`src/rtl/panel_pkg.sv`:
```
// Shared front-panel definitions: scheduler state encoding, owner-width helper,
// and default timing constants used by panel timers.
// Pure declarations; no logic or latency of its own.
package panel_pkg;

   // Repeat scheduler phases: idle, waiting for the first repeat, steady repeating.
   typedef enum logic [1:0] {
      ST_IDLE   = 2'd0,
      ST_FIRST  = 2'd1,
      ST_REPEAT = 2'd2
   } rs_state_e;

   // Default hold-to-repeat timing, in core clock cycles.
   localparam int PANEL_FIRST_DELAY  = 50;
   localparam int PANEL_START_PERIOD = 20;
   localparam int PANEL_MIN_PERIOD   = 4;
   localparam int PANEL_STEP         = 4;
   localparam int PANEL_ACCEL_PULSES = 4;

   // Width of an index into n requesters, never narrower than one bit.
   function automatic int ow_width(input int n);
      return (n > 1) ? $clog2(n) : 1;
   endfunction

endpackage

```
`src/rtl/repeat_gap_timer.sv`:
```
// Loadable down counter that flags the last cycle of a programmed gap.
// Latency: load at edge k with value V -> expire_o high during cycle k+V-1.
// No backpressure; a load always wins over counting, and the count parks at zero.
module repeat_gap_timer #(
   parameter int W = 8
) (
   input  logic         clk,
   input  logic         rst_n,
   input  logic         load_i,
   input  logic [W-1:0] load_val_i,
   output logic         expire_o
);

   logic [W-1:0] cnt_q;
   logic [W-1:0] cnt_d;

   // Next count: reload on request, otherwise count down and stop at zero.
   always_comb begin
      cnt_d = cnt_q;
      if (load_i) begin
         cnt_d = load_val_i;
      end else if (cnt_q != '0) begin
         cnt_d = cnt_q - W'(1);
      end
   end

   // Count register.
   always_ff @(posedge clk or negedge rst_n) begin
      if (!rst_n) begin
         cnt_q <= '0;
      end else begin
         cnt_q <= cnt_d;
      end
   end

   // Expire on the final counted cycle so the owner can act on the following edge.
   assign expire_o = (cnt_q == W'(1));

endmodule

```
`src/rtl/repeat_scheduler.sv`:
```
// Hold-to-repeat scheduler: grants one held button the shared repeat engine.
// Latency: press pulse one cycle after req is sampled; release drops busy next cycle.
// No backpressure; pulses are fire-and-forget strobes, non-owner requests wait.
module repeat_scheduler
   import panel_pkg::*;
#(
   parameter int N_REQ        = 2,
   parameter int FIRST_DELAY  = PANEL_FIRST_DELAY,
   parameter int START_PERIOD = PANEL_START_PERIOD,
   parameter int MIN_PERIOD   = PANEL_MIN_PERIOD,
   parameter int STEP         = PANEL_STEP,
   parameter int ACCEL_PULSES = PANEL_ACCEL_PULSES
) (
   input  logic                         clk,
   input  logic                         rst_n,
   input  logic [N_REQ-1:0]             req,
   output logic [N_REQ-1:0]             pulse,
   output logic [ow_width(N_REQ)-1:0]   owner,
   output logic                         busy
);

   localparam int OW = ow_width(N_REQ);
   localparam int PW = $clog2(((FIRST_DELAY > START_PERIOD) ? FIRST_DELAY : START_PERIOD) + 1);
   localparam int SW = $clog2(ACCEL_PULSES + 1);

   rs_state_e        state_q, state_d;
   logic [OW-1:0]    owner_q, owner_d;
   logic             busy_q, busy_d;
   logic [N_REQ-1:0] pulse_q, pulse_d;
   logic [PW-1:0]    period_q, period_d;
   logic [SW-1:0]    step_q, step_d;

   logic             any_req;
   logic [OW-1:0]    grant_idx;
   logic             owner_held;
   logic [PW-1:0]    period_dec;
   logic             tmr_load;
   logic [PW-1:0]    tmr_val;
   logic             tmr_expire;

   // Fixed-priority arbiter: lowest held index wins.
   always_comb begin
      any_req   = 1'b0;
      grant_idx = '0;
      for (int i = N_REQ - 1; i >= 0; i--) begin
         if (req[i]) begin
            any_req   = 1'b1;
            grant_idx = OW'(i);
         end
      end
   end

   assign owner_held = req[owner_q];

   // One acceleration step down, clamped at the floor so it can never wrap.
   assign period_dec = (int'(period_q) >= MIN_PERIOD + STEP) ? (period_q - PW'(STEP))
                                                             : PW'(MIN_PERIOD);

   // Next-state decode; release is tested before expiry so it wins a tie.
   always_comb begin
      state_d  = state_q;
      owner_d  = owner_q;
      busy_d   = busy_q;
      pulse_d  = '0;
      period_d = period_q;
      step_d   = step_q;
      tmr_load = 1'b0;
      tmr_val  = PW'(FIRST_DELAY);
      case (state_q)
         ST_IDLE: begin
            if (any_req) begin
               state_d  = ST_FIRST;
               owner_d  = grant_idx;
               busy_d   = 1'b1;
               pulse_d  = N_REQ'(1) << grant_idx;
               period_d = PW'(START_PERIOD);
               step_d   = '0;
               tmr_load = 1'b1;
               tmr_val  = PW'(FIRST_DELAY);
            end
         end
         ST_FIRST: begin
            if (!owner_held) begin
               state_d = ST_IDLE;
               busy_d  = 1'b0;
            end else if (tmr_expire) begin
               state_d          = ST_REPEAT;
               pulse_d[owner_q] = 1'b1;
               tmr_load         = 1'b1;
               tmr_val          = period_q;
            end
         end
         ST_REPEAT: begin
            if (!owner_held) begin
               state_d = ST_IDLE;
               busy_d  = 1'b0;
            end else if (tmr_expire) begin
               pulse_d[owner_q] = 1'b1;
               tmr_load         = 1'b1;
               if (step_q == SW'(ACCEL_PULSES - 1)) begin
                  period_d = period_dec;
                  step_d   = '0;
                  tmr_val  = period_dec;
               end else begin
                  step_d  = step_q + SW'(1);
                  tmr_val = period_q;
               end
            end
         end
         default: begin
            state_d = ST_IDLE;
            busy_d  = 1'b0;
         end
      endcase
   end

   // Scheduler state and registered outputs; reset aborts without a trailing pulse.
   always_ff @(posedge clk or negedge rst_n) begin
      if (!rst_n) begin
         state_q  <= ST_IDLE;
         owner_q  <= '0;
         busy_q   <= 1'b0;
         pulse_q  <= '0;
         period_q <= PW'(START_PERIOD);
         step_q   <= '0;
      end else begin
         state_q  <= state_d;
         owner_q  <= owner_d;
         busy_q   <= busy_d;
         pulse_q  <= pulse_d;
         period_q <= period_d;
         step_q   <= step_d;
      end
   end

   repeat_gap_timer #(
      .W (PW)
   ) u_gap_timer (
      .clk        (clk),
      .rst_n      (rst_n),
      .load_i     (tmr_load),
      .load_val_i (tmr_val),
      .expire_o   (tmr_expire)
   );

   assign pulse = pulse_q;
   assign owner = owner_q;
   assign busy  = busy_q;

endmodule

```
`config.mk`:
```
export PLATFORM = sky130hd
export DESIGN_NAME = repeat_scheduler
export DESIGN_NICKNAME = d
export VERILOG_FILES = /design/src/rtl/panel_pkg.sv /design/src/rtl/repeat_gap_timer.sv /design/src/rtl/repeat_scheduler.sv
export SDC_FILE = /design/constraint.sdc
export NUM_CORES = 1
export LEC_CHECK = 0
export ABC_CLOCK_PERIOD_IN_PS = 2050
export CORE_MARGIN = 10
export CORE_UTILIZATION = 40
export DETAILED_ROUTE_END_ITERATION = 10
export DONT_BUFFER_PORTS = 1
export PLACE_DENSITY = 0.67
export SLEW_MARGIN = 10
export SYNTH_ARGS = -nofsm -noshare
export SYNTH_HDL_FRONTEND = slang
export SYNTH_HIERARCHICAL = 1
export SYNTH_SLANG_ARGS = --single-unit
```
`constraint.sdc`:
```
create_clock -name clk -period 2.05 [get_ports clk]
set_input_delay 0.3075 -clock clk [delete_from_list [all_inputs] [get_ports clk]]
set_output_delay 0.3075 -clock clk [all_outputs]
set_load 0.005 [all_outputs]
```
=== After elaboration in Yosys (flattened, before gate mapping) ===
Cells that the tools add are included.

* Bits in registers: 21
* Bits of input ports: 4
* Output and inout port bits: 4
* Logic and storage cells: 75

* Add/subtract/negate cells: 3
* Magnitude comparators: 3
* Equality and inequality tests: 10
* Shifts and indexed selects: 1
* Multiplexer cells: 41
* Reductions and logical operators: 10

{| class="wikitable"
|+ Operators with widths
! kind !! count
|-
| $mux 6 || 11
|-
| $pmux 6 s2 || 2
|-
| $mux 2 || 7
|-
| $mux 3 || 4
|-
| $mux 1 || 11
|-
| $ne 2x2->1 const B || 5
|-
| $eq 6x1->1 const B || 1
|-
| $ge 6x4->1 const B || 1
|-
| $pmux 2 s3 || 1
|-
| $pmux 3 s2 || 1
|-
| $reduce_bool 6->1 || 1
|-
| $sub 6x1->6 const B || 1
|-
| $sub 6x3->6 const B || 1
|-
| $pmux 1 s2 || 2
|-
| $pmux 2 s2 || 1
|-
| $reduce_and 2->1 || 2
|-
| $reduce_and 4->1 || 1
|-
| $reduce_bool 2->1 || 2
|-
| $add 3x1->3 const B || 1
|-
| $eq 3x2->1 const B || 1
|-
| $ne 3x3->1 const B || 1
|-
| $reduce_and 3->1 || 1
|-
| $eq 2x1->1 const B || 1
|-
| $eq 2x2->1 const B || 1
|-
| 7 further kinds || 7
|}

=== Logic depth before layout (Yosys ltp) ===
Gate-level depths: netlist (run 1).

* Depth after elaboration: 7
* Mapped depth: 9
* Mapped depth without buffers: 9

=== By module ===
Netlist (run 1), hierarchy kept.

{| class="wikitable"
|+ By module, submodules not included
! module !! instances !! cells an instance !! area each (um2) !! sequential area each (um2)
|-
| repeat_scheduler || 1 || 122 || 1044.8 || 377.9
|-
| repeat_gap_timer || 1 || 43 || 382.9 || 150.1
|}

=== Worst setup path before layout (run 1) ===
No wires, ideal clock.

* Kind: reg2reg
* From: register u_gap_timer.cnt_q[3]
* To: register u_gap_timer.cnt_q[4]
* Setup time: 127 ps
* Data arrival time: 2174 ps
* Data required time: 1923 ps
* Slack: -252 ps
* Stages on the path, launching flop included: 9
* Path buffers: 1
* Period minus slack after synthesis: 2302 ps
* Path through: dfrtp_1 -> or3_1 -> buf_6 -> nor3b_1 -> nand2_1 -> a211o_1 -> a221o_1 -> nor2_1 -> a31oi_1

* Cells in the longest elaborated chain, start to end: 5
* Elaborated cells on any way between the ends: 14
* Classes of those cells: add/sub (1); eq/ne (1); mux (10); reduce/logical (2)

{| class="wikitable"
|+ Ends and longest elaborated chain
! element !! line !! text
|-
| start, declared || repeat_gap_timer.sv:14 || <nowiki>logic [W-1:0] cnt_q;</nowiki>
|-
| start signal, assigned || repeat_gap_timer.sv:32 || <nowiki>cnt_q <= cnt_d;</nowiki>
|-
| $eq 6x1->1 (*) || repeat_gap_timer.sv:37 || <nowiki>assign expire_o = (cnt_q == W'(1));</nowiki>
|-
| named net tmr_expire || repeat_scheduler.sv:39 || <nowiki>logic tmr_expire;</nowiki>
|-
| $mux 6 (on tied branches) || repeat_scheduler.sv:97, repeat_scheduler.sv:86 ||
|-
| $mux 6 (on tied branches) || repeat_scheduler.sv:94, repeat_scheduler.sv:83 ||
|-
| $pmux 6 s2 (*) || repeat_scheduler.sv:69 || <nowiki>case (state_q)</nowiki>
|-
| named net tmr_val[4] || repeat_scheduler.sv:38 || <nowiki>logic [PW-1:0] tmr_val;</nowiki>
|-
| $mux 6 (*) || repeat_gap_timer.sv:20 || <nowiki>if (load_i) begin</nowiki>
|}

Mark *: on every way through the listed nets, which the timed path passes. The rest lies on a longest branch. The select of a mux whose other input is x is not followed.
A chain may end at the register's enable or synchronous reset.

=== Worst setup path in the final report (run 1) ===
* From: register u_gap_timer.cnt_q[4]
* To: register u_gap_timer.cnt_q[4]

The elaborated chain is that of the path after synthesis.

==> results of run 1 <==
==> routing by layer <==
layer | share of wire, % | up-vias
met2 | 50 | 37
met3 | 5.8 | 5
met1 | 42 | 613
li1 | - | 615
met4 | 1.7 | 0
met5 | 0 | -
==> worst paths after layout <==
check,from,endpoint,depth (start not counted)
worst max register to register,u_gap_timer/cnt_q[4]$_DFFE_PN0P_,u_gap_timer/cnt_q[4]$_DFFE_PN0P_,7
worst max-delay path,u_gap_timer/cnt_q[4]$_DFFE_PN0P_,u_gap_timer/cnt_q[4]$_DFFE_PN0P_,7
worst min register to register,step_q[1]$_DFFE_PN0P_,step_q[1]$_DFFE_PN0P_,1
worst min-delay path,req[0],owner$_DFFE_PN0P_,1
min in group asynchronous,rst_n,state_q[0]$_DFFE_PN0P_,1
max in group asynchronous,rst_n,pulse[1]$_DFF_PN0_,1
==> power by group <==
part / internal (mW) / total [mW] / switching (mW)
clock network: 0.0762 / 0.209 / 0.133
logic: 0.347 / 0.766 / 0.419
registers: 0.508 / 0.606 / 0.0979
==> sequential cells by signal, indices dropped and copies added (netlist names) <==
name,cells
step_q,3
state_q,2
owner,1
period_q,6
busy,1
u_gap_timer/cnt_q,6
pulse,2
==> layout make-up <==
| class | count | share of cell area (%) |
|---|---|---|
| inverter | 11 | 2.519 |
| multi-input combinational | 125 | 52.67 |
| timing repair buffer | 16 | 7.481 |
| clock buffer | 4 | 1.603 |
| sequential | 21 | 32.21 |
| tap | 46 | 3.511 |
==> logic make-up after synthesis <==
group           after synthesis  synth area share, %
compound gates               44                21.39
xor+xnor                      1               0.6136
fa+ha+maj                     9                7.888
buf+inv                      19                5.697
flops                        21                36.99
mux                           4                2.892
simple gates                 67                24.54
==> placed cells by master, fill, tap and decap left out, drive strengths merged, types with 2 or more instances in the layout <==
| cell | instances |
|---|---|
| nand2 | 18 |
| nand3 | 2 |
| a21oi | 10 |
| nor2 | 16 |
| or3 | 2 |
| o22ai | 2 |
| o21a | 3 |
| and2 | 2 |
| a31oi | 2 |
| or2 | 2 |
| inv | 11 |
| nor2b | 3 |
| clkbuf | 4 |
| nor3 | 7 |
| o31ai | 5 |
| mux2i | 3 |
| buf | 15 |
| ha | 9 |
| dfrtp | 19 |
| a21boi | 4 |
| dfstp | 2 |
| nor3b | 5 |
| o21ai | 6 |
| nand2b | 4 |
==> what timing repair did <==
item                                    in CTS  in global routing
endpoints found under the setup margin       0                 10
gates resized for setup                      0                  9
setup buffers                                0                  2
hold endpoints to repair                    21                  0
hold buffers                                 1                  0
==> metrics by stage <==
step,area [um2],TNS [ns],instances,hold slack (ns),utilization (%)
2_1_floorplan,1443,0,165,0.01191,-
3_3_place_gp,1556,0,216,0.01280,45.92
3_5_place_dp,1556,0,216,0.01271,45.92
4_1_cts,1593,0,221,0.05803,46.99
5_1_grt,1639,-0.06558,223,0.04952,48.36
6_report,1639,0,223,0.06000,48.36
==> worst max-delay path, delay by kind of cell, from the launching register on <==
| family | cells | cell delay (ns) |
|---|---|---|
| AOI/OAI and AO/OA | 3 | 0.58 |
| DFF | 1 | 0.42 |
| and+or+nand+nor | 4 | 0.86 |
==> results.json, run 1 <==
{
  "status": "finished, final reports clean",
  "h-tree-depth": 1,
  "grt_pass1_wl_um": 5754,
  "min_path_type": "input port to flop",
  "root_buffer": "clkbuf_4",
  "slowest_delay_ns": 0.42,
  "fin_crit_sh_pct": 95.75,
  "path_class": "flop to flop",
  "wl_um": 3347,
  "slowest_stage": "dfrtp_1",
  "use_met3_pct": 2.590,
  "io_buffers": 0,
  "total_power_mw": 1.581,
  "avgViaCountPerCell": 5.695,
  "gr-usage-met2_pct": 18.28,
  "gr-usage-met1_pct": 13.07,
  "drtIter0Drc": 75,
  "fin_crit_ns": 1.963,
  "yosysMostFrequentCell": "dfrtp_1",
  "grtUsageTotal_pct": 11.07,
  "start_util_pct": 42.12,
  "synth-seq-area-share_pct": 36.99,
  "grt_start_max_net_pins": 22,
  "synth_area_leaders": "dfrtp_1, ha_1, nand2_1",
  "maxSlewViolCount": 0,
  "synthTopCellsByCount": "dfrtp_1, nand2_1, nor2_1, inv_1, a21oi_1",
  "cp_max_fo": 4,
  "synthFlopType": "dfrtp_1",
  "cp-start-kind": "flop",
  "cts_buffer_depth": 2,
  "drc_errors": 0,
  "ff2ff_setup_slack_ns": 0.09,
  "ys_ff_latch": 21,
  "maxCapViolCount": 0,
  "netlist.area_leader.share_pct": 33.30,
  "antennaDiodeCount": 0,
  "crit_chain": "or3_4, nor3b_4, nand2_2, a211o_1, a221o_1, nor2_1, a31oi_1",
  "path_clk_slew_ns": 0.12,
  "synth_largest_area_cell": "dfrtp_1",
  "busiest_layer": "met2",
  "dp.final_hpwl_um": 2543,
  "die_area_um2": 6358,
  "final_hold_viol_count": 0,
  "syn_avg_cell_area_um2": 8.652,
  "num_vias": 1270,
  "area_growth_pct": 14.81,
  "multi_input_area_um2": 863.3,
  "dpl_worst_slack_ns": 0.03489,
  "clock.fmax_mhz": 509.5,
  "clock_latency_ns": 0.31,
  "cts_tree": "yes",
  "fin_ws_ns": 0.08713,
  "regArea_um2": 528.0,
  "syn-cell-area_um2": 1428,
  "grt_setup_unrepaired": "true",
  "grt-ovfl-total": 0,
  "drive_gt1_share_pct": 22.03,
  "async_reset_ff_share_pct": 100.0,
  "synth_nets": 178,
  "drtAntennaViolNets": 0,
  "p_leak_nw": 0.6989,
  "ir_drop_uv": 279.5,
  "critPathRequiredTime_ns": 2.26,
  "fillCellCount": 322,
  "cp.arrival_ns": 2.17,
  "skew_ns": 0.003468,
  "slew_headroom_pct": 36.33,
  "cts_buffers": 3,
  "place_congestion": 0.9365,
  "pin_count": 8,
  "grt_antenna_before_repair": 0,
  "ys_warn_count": 6,
  "tightestPinTransition_ns": 0.9519,
  "clock-sinks": 21,
  "rows": 21,
  "synth_edf_count": 0,
  "syn_inst": 165,
  "setup_viol": 0,
  "powerDensity_nw_per_um2": 964.3,
  "dr.pass1.iters": 4,
  "core_um2": 3390,
  "ys_types": 47,
  "crit_path_end_kind": "flop",
  "die_w_um": 79.74,
  "die_h_um": 79.74,
  "drt-wirelength-per-cell_um": 15.01,
  "nets": 191,
  "grt_pass1_vias": 1276
}
No activity file was read; power rests on OpenSTA's default activity.
==> inputs of run 2 (changes only) <==
--- a/config.mk
+++ b/config.mk
@@ -6,7 +6,7 @@
 export NUM_CORES = 1
 export LEC_CHECK = 0
 export ABC_CLOCK_PERIOD_IN_PS = 2050
-export CORE_MARGIN = 10
+export CORE_MARGIN = 3
 export CORE_UTILIZATION = 40
 export DETAILED_ROUTE_END_ITERATION = 10
 export DONT_BUFFER_PORTS = 1
==> run 2 against run 1 <==
  * Count of clock-buffer cells in the layout fell by 1
  * Sequential power barely moved
  * Register-to-register slack barely moved
  * Utilization is 0.26 points lower
  * Wire length down 5.3%
  * Sequential share of layout area is 0.17 points higher
  * Largest power group unchanged
  * Global-route usage grew 4.9 points
  * Hold slack got worse by 0.0090 ns
==> results.json, run 2 (synthesis results as in run 1) <==
{
  "fin_ws_ns": 0.08284,
  "grt_setup_unrepaired": "true",
  "crit_path_end_kind": "flop",
  "grt_pass1_wl_um": 5306,
  "p_seq_share_pct": 38.4,
  "skew_ns": 0.006423,
  "die_area_um2": 4322,
  "min_path_type": "input port to flop",
  "path_delay_family": "simple AND/OR/NAND/NOR gates",
  "start_util_pct": 42.12,
  "maxCapViolCount": 0,
  "clock.fmax_mhz": 508.3,
  "dp.final_hpwl_um": 2333,
  "slowest_delay_ns": 0.42,
  "rows": 21,
  "path_class": "flop to flop",
  "internal_power_uw": 931.8,
  "slowest_stage": "dfrtp_1",
  "area_growth_pct": 14.20,
  "cp-start-kind": "flop",
  "maxSlewViolCount": 0,
  "slew_headroom_pct": 33.78,
  "crit_chain": "or3_4, nor3b_4, nand2_2, a211o_1, a221o_1, nor2_1, a31oi_1",
  "dpl_worst_slack_ns": 0.03996,
  "swShare_pct": 40.79,
  "clkPwrFrac_pct": 13.5,
  "clock_latency_ns": 0.32,
  "layout_commonest_cell": "dfrtp_1",
  "reg.largest.list": "period_q: 6 flops, u_gap_timer/cnt_q: 6 flops, step_q: 3 flops",
  "place_congestion": 0.9490,
  "io_buffers": 0,
  "final_cell_mix": "dfrtp_1, nand2_1, nor2_1, buf_4, inv_1",
  "netSwitchingPower_uw": 641.9,
  "avgViaCountPerCell": 5.679,
  "fin_crit_ns": 1.967,
  "grtUsageTotal_pct": 16.02,
  "p_comb_share_pct": 48.1,
  "drt-wirelength-per-cell_um": 14.33,
  "num_vias": 1255,
  "placedInstanceArea_um2": 1549,
  "ir_drop_uv": 371.3,
  "grt_antenna_before_repair": 0,
  "critPathRequiredTime_ns": 2.26,
  "grt_start_max_net_pins": 22,
  "drive_gt1_share_pct": 22.86,
  "multi_input_area_um2": 868.3,
  "wl_um": 3168,
  "fillCellCount": 319,
  "final_hold_viol_count": 0,
  "clock-sinks": 21,
  "drtIter0Drc": 78,
  "h-tree-depth": 1,
  "powerDensity_nw_per_um2": 965.3,
  "antennaDiodeCount": 0,
  "grt_pass1_vias": 1165,
  "hold_depth": 1,
  "drc_errors": 0,
  "regArea_um2": 528.0,
  "path_clk_slew_ns": 0.13,
  "final.setup.tns_ns": 0,
  "core_um2": 3390,
  "cts_buffer_depth": 2,
  "cp.depth": 7,
  "fin_area_um2": 1630,
  "reg2regPathDepth": 7,
  "nets": 189,
  "fin_crit_sh_pct": 95.96,
  "cp.arrival_ns": 2.18,
  "pin_count": 8,
  "cts_tree": "yes",
  "root_buffer": "clkbuf_4",
  "status": "finished, final reports clean",
  "tightestPinTransition_ns": 0.9901,
  "drtAntennaViolNets": 0,
  "crit_buf_inv": 0,
  "cts_buffers": 3,
  "p_leak_nw": 0.6887,
  "grt-ovfl-total": 0,
  "cp_max_fo": 4,
  "setup_viol": 0,
  "die_w_um": 65.74,
  "die_h_um": 65.74,
  "dr.pass1.iters": 4
}
run 2: changes by cell type in the layout (fill, tap and decap cells not counted), sizes merged:
cell,delta
buf,-2
clkbuf,-1
clkinv,+1
run 2: final timing paths:
| kind | startpoint | endpoint | slack [ns] |
|---|---|---|---|
| max in group asynchronous | rst_n | period_q[5]$_DFFE_PN0P_ | 0.87 |
| worst min register to register | step_q[0]$_DFFE_PN0P_ | step_q[0]$_DFFE_PN0P_ | 0.51 |
| min in group asynchronous | rst_n | step_q[0]$_DFFE_PN0P_ | 0.58 |
| worst max register to register | u_gap_timer/cnt_q[4]$_DFFE_PN0P_ | u_gap_timer/cnt_q[4]$_DFFE_PN0P_ | 0.08 |
| worst max-delay path | u_gap_timer/cnt_q[4]$_DFFE_PN0P_ | u_gap_timer/cnt_q[4]$_DFFE_PN0P_ | 0.08 |
| worst min-delay path | req[0] | owner$_DFFE_PN0P_ | 0.05 |
run 2: metal layers:
layer	GRT usage [%]	up-vias	wire length, um
li1	-	613	-
met1	21.23	611	1478
met2	25.53	25	1523
met3	2.564	6	106
met4	6.995	0	59
met5	0	-	0
run 2: stage by stage:
stage                     util [%]  total power, mW  hold slack [ns]  cells
final                        48.10            1.574          0.05104    221
after global routing         48.10            1.710          0.03365    221
after CTS                    46.81            1.552          0.03922    220
after detailed placement     45.70            1.319          0.01266    215
after global placement       45.70            1.302          0.01264    215
after floorplan                  -            1.141          0.01191    165
run 2: power groups by stage:
stage          Clock (mW)  Sequential [mW]  Combinational [mW]
2_1_floorplan           0            0.578               0.564
3_3_place_gp            0            0.605               0.697
3_5_place_dp            0            0.611               0.708
4_1_cts             0.225            0.602               0.725
5_1_grt             0.241            0.619               0.850
6_report            0.213            0.604               0.757
run 2: what timing repair did:
action                                 4_1_cts  5_1_grt
hold buffers                                 1        0
setup buffers                                0        1
setup endpoints to repair                    0       10
resized for setup                            0       11
endpoints found under the hold margin       21        0
run 2: final cells by class:
class | count | share of cell area, %
clock inverters | 1 | 0.3070
well taps | 46 | 3.530
inverters | 11 | 2.533
repair buffers | 14 | 6.600
flip-flops and latches | 21 | 32.39
multi-input cells | 125 | 53.26
clock buffers | 3 | 1.381
run 2: worst reg2reg max path, cell delays in order, from the launching register on:
cell and delay (ns):
dfrtp_1 0.42, or3_4 0.39, nor3b_4 0.29, nand2_2 0.09, a211o_1 0.24, a221o_1 0.30
nor2_1 0.09, a31oi_1 0.05
==> inputs of run 3 (changes only) <==
--- a/config.mk
+++ b/config.mk
@@ -11,6 +11,7 @@
 export DETAILED_ROUTE_END_ITERATION = 10
 export DONT_BUFFER_PORTS = 1
 export PLACE_DENSITY = 0.67
+export RECOVER_POWER = 25
 export SLEW_MARGIN = 10
 export SYNTH_ARGS = -nofsm -noshare
 export SYNTH_HDL_FRONTEND = slang
==> run 3 against run 2 <==
  * Non-clock buffer count unchanged
  * Clock skew is 0.0039 ns lower
  * Utilization shrank 0.11 points
  * Maximum frequency fell by 0.39%
  * Die area is the same
  * Global-route usage stayed put
  * Wire length rose by 0.76%
  * Clock power hardly changed
  * First-iteration DRC count fell by 22%
  * Total power decreased by 0.46%
  * Final area fell by 0.23%
  * Sequential power hardly changed
==> results.json, run 3 (synthesis results as in run 1) <==
{
  "status": "finished, final reports clean",
  "dp.final_hpwl_um": 2333,
  "fin_crit_sh_pct": 96.33,
  "cp_max_fo": 4,
  "pin_count": 8,
  "drt-wirelength-per-cell_um": 14.44,
  "hold_path.startpoint": "req[0]",
  "grtUsageTotal_pct": 16.02,
  "tightestPinTransition_ns": 0.9635,
  "ir_drop_uv": 373.1,
  "area_growth_pct": 13.94,
  "layout_commonest_cell": "dfrtp_1",
  "r2r_start": "period_q[2]$_DFFE_PN1P_",
  "final_cell_mix": "dfrtp_1, nand2_1, nor2_1, buf_4, inv_1",
  "skew_ns": 0.002524,
  "num_vias": 1264,
  "root_buffer": "clkbuf_4",
  "rows": 21,
  "grt_pass1_wl_um": 5306,
  "critPathRequiredTime_ns": 2.26,
  "min_to": "owner$_DFFE_PN0P_",
  "grt_antenna_before_repair": 0,
  "clock-sinks": 21,
  "path_clk_slew_ns": 0.13,
  "place_congestion": 0.9490,
  "antennaDiodeCount": 0,
  "die_h_um": 65.74,
  "drc_errors": 0,
  "p_leak_nw": 0.6851,
  "drtAntennaViolNets": 0,
  "drtIter0Drc": 61,
  "cts_buffer_depth": 2,
  "hold_depth": 1,
  "maxSlewViolCount": 0,
  "placedInstanceArea_um2": 1549,
  "grt_start_max_net_pins": 22,
  "die_w_um": 65.74,
  "start_util_pct": 42.12,
  "fin_area_um2": 1627,
  "final_hold_viol_count": 0,
  "cts_tree": "yes",
  "io_buffers": 0,
  "dr.pass1.iters": 4,
  "crit_path_end_kind": "flop",
  "path_class": "flop to flop",
  "cp.arrival_ns": 2.19,
  "post-route-util_pct": 47.99,
  "cts_buffers": 3,
  "wl_um": 3192,
  "powerDensity_nw_per_um2": 963.0,
  "r2r_end": "u_gap_timer/cnt_q[4]$_DFFE_PN0P_",
  "reg2regPathDepth": 8,
  "die_area_um2": 4322,
  "cp-start-kind": "flop",
  "grt_setup_unrepaired": "true",
  "setup_viol": 0,
  "core_um2": 3390,
  "reg.largest.list": "period_q: 6 flops, u_gap_timer/cnt_q: 6 flops, step_q: 3 flops",
  "nets": 189,
  "clock.fmax_mhz": 506.4,
  "drive_gt1_share_pct": 22.29,
  "fin_crit_ns": 1.975,
  "ff2ff_setup_slack_ns": 0.08,
  "maxCapViolCount": 0,
  "grt_pass1_vias": 1165,
  "grt-ovfl-total": 0,
  "critPathLaunch": "period_q[2]$_DFFE_PN1P_",
  "clock_latency_ns": 0.32,
  "h-tree-depth": 1,
  "min_path_type": "input port to flop",
  "avgViaCountPerCell": 5.719,
  "slew_headroom_pct": 35.55
}
==> run 3: report_power, final <==
part | switching (mW) | internal (mW)
combinational | 0.405 | 0.342
clock | 0.142 | 0.0731
sequential | 0.0967 | 0.508
==> run 3: layout make-up <==
class	count	area [um2]
repair buffers	14	103.9
inverters	11	41.29
multi-input cells	125	868.3
clock buffers	3	22.52
clock inverters	1	5.005
fillers	319	1763
flip-flops and latches	21	528.0
well taps	46	57.56
==> run 3: per-stage QoR <==
step,setup TNS (ns),total power [mW],worst slack (ns),hold WS (ns),instances
after floorplan,0,1.141,0.01533,0.01191,165
after global placement,0,1.302,0.05352,0.01264,215
after detailed placement,0,1.319,0.03996,0.01266,215
after CTS,0,1.552,0.008159,0.03922,220
after global routing,-0.03654,1.704,-0.02865,0.03365,221
final,0,1.566,0.07523,0.05243,221
==> run 3: timing repair <==
action / CTS / global route
endpoints found under the hold margin: 21 / 0
gates resized for setup: 0 / 11
endpoints found under the setup margin: 0 / 10
setup buffers: 0 / 1
hold buffers: 1 / 0
==> run 3: worst max-delay path, stage by stage (launching register included) <==
cell     delay, ns
dfstp_2       0.56
inv_2         0.04
ha_2          0.17
nor3b_1       0.15
or2_4         0.25
a211o_1       0.26
a221o_1       0.30
nor2_1        0.09
a31oi_1       0.05
==> run 3: routing by layer <==
layer / up-vias / wire length (um) / GRT usage, %
met5: - / 0 / 0
met4: 0 / 62 / 6.995
met2: 29 / 1513 / 25.53
met1: 614 / 1490 / 21.23
met3: 8 / 126 / 2.564
li1: 613 / - / -
==> run 3: worst max-delay path by stage <==
stage                     slack [ns]  depth (start not counted)                               end
final                           0.08                          8  u_gap_timer/cnt_q[4]$_DFFE_PN0P_
after global routing           -0.03                          7  u_gap_timer/cnt_q[4]$_DFFE_PN0P_
after CTS                      0.008                          8  u_gap_timer/cnt_q[4]$_DFFE_PN0P_
after detailed placement        0.04                          8  u_gap_timer/cnt_q[4]$_DFFE_PN0P_
after global placement          0.05                          8  u_gap_timer/cnt_q[4]$_DFFE_PN0P_
after floorplan                 0.02                          8  u_gap_timer/cnt_q[4]$_DFFE_PN0P_
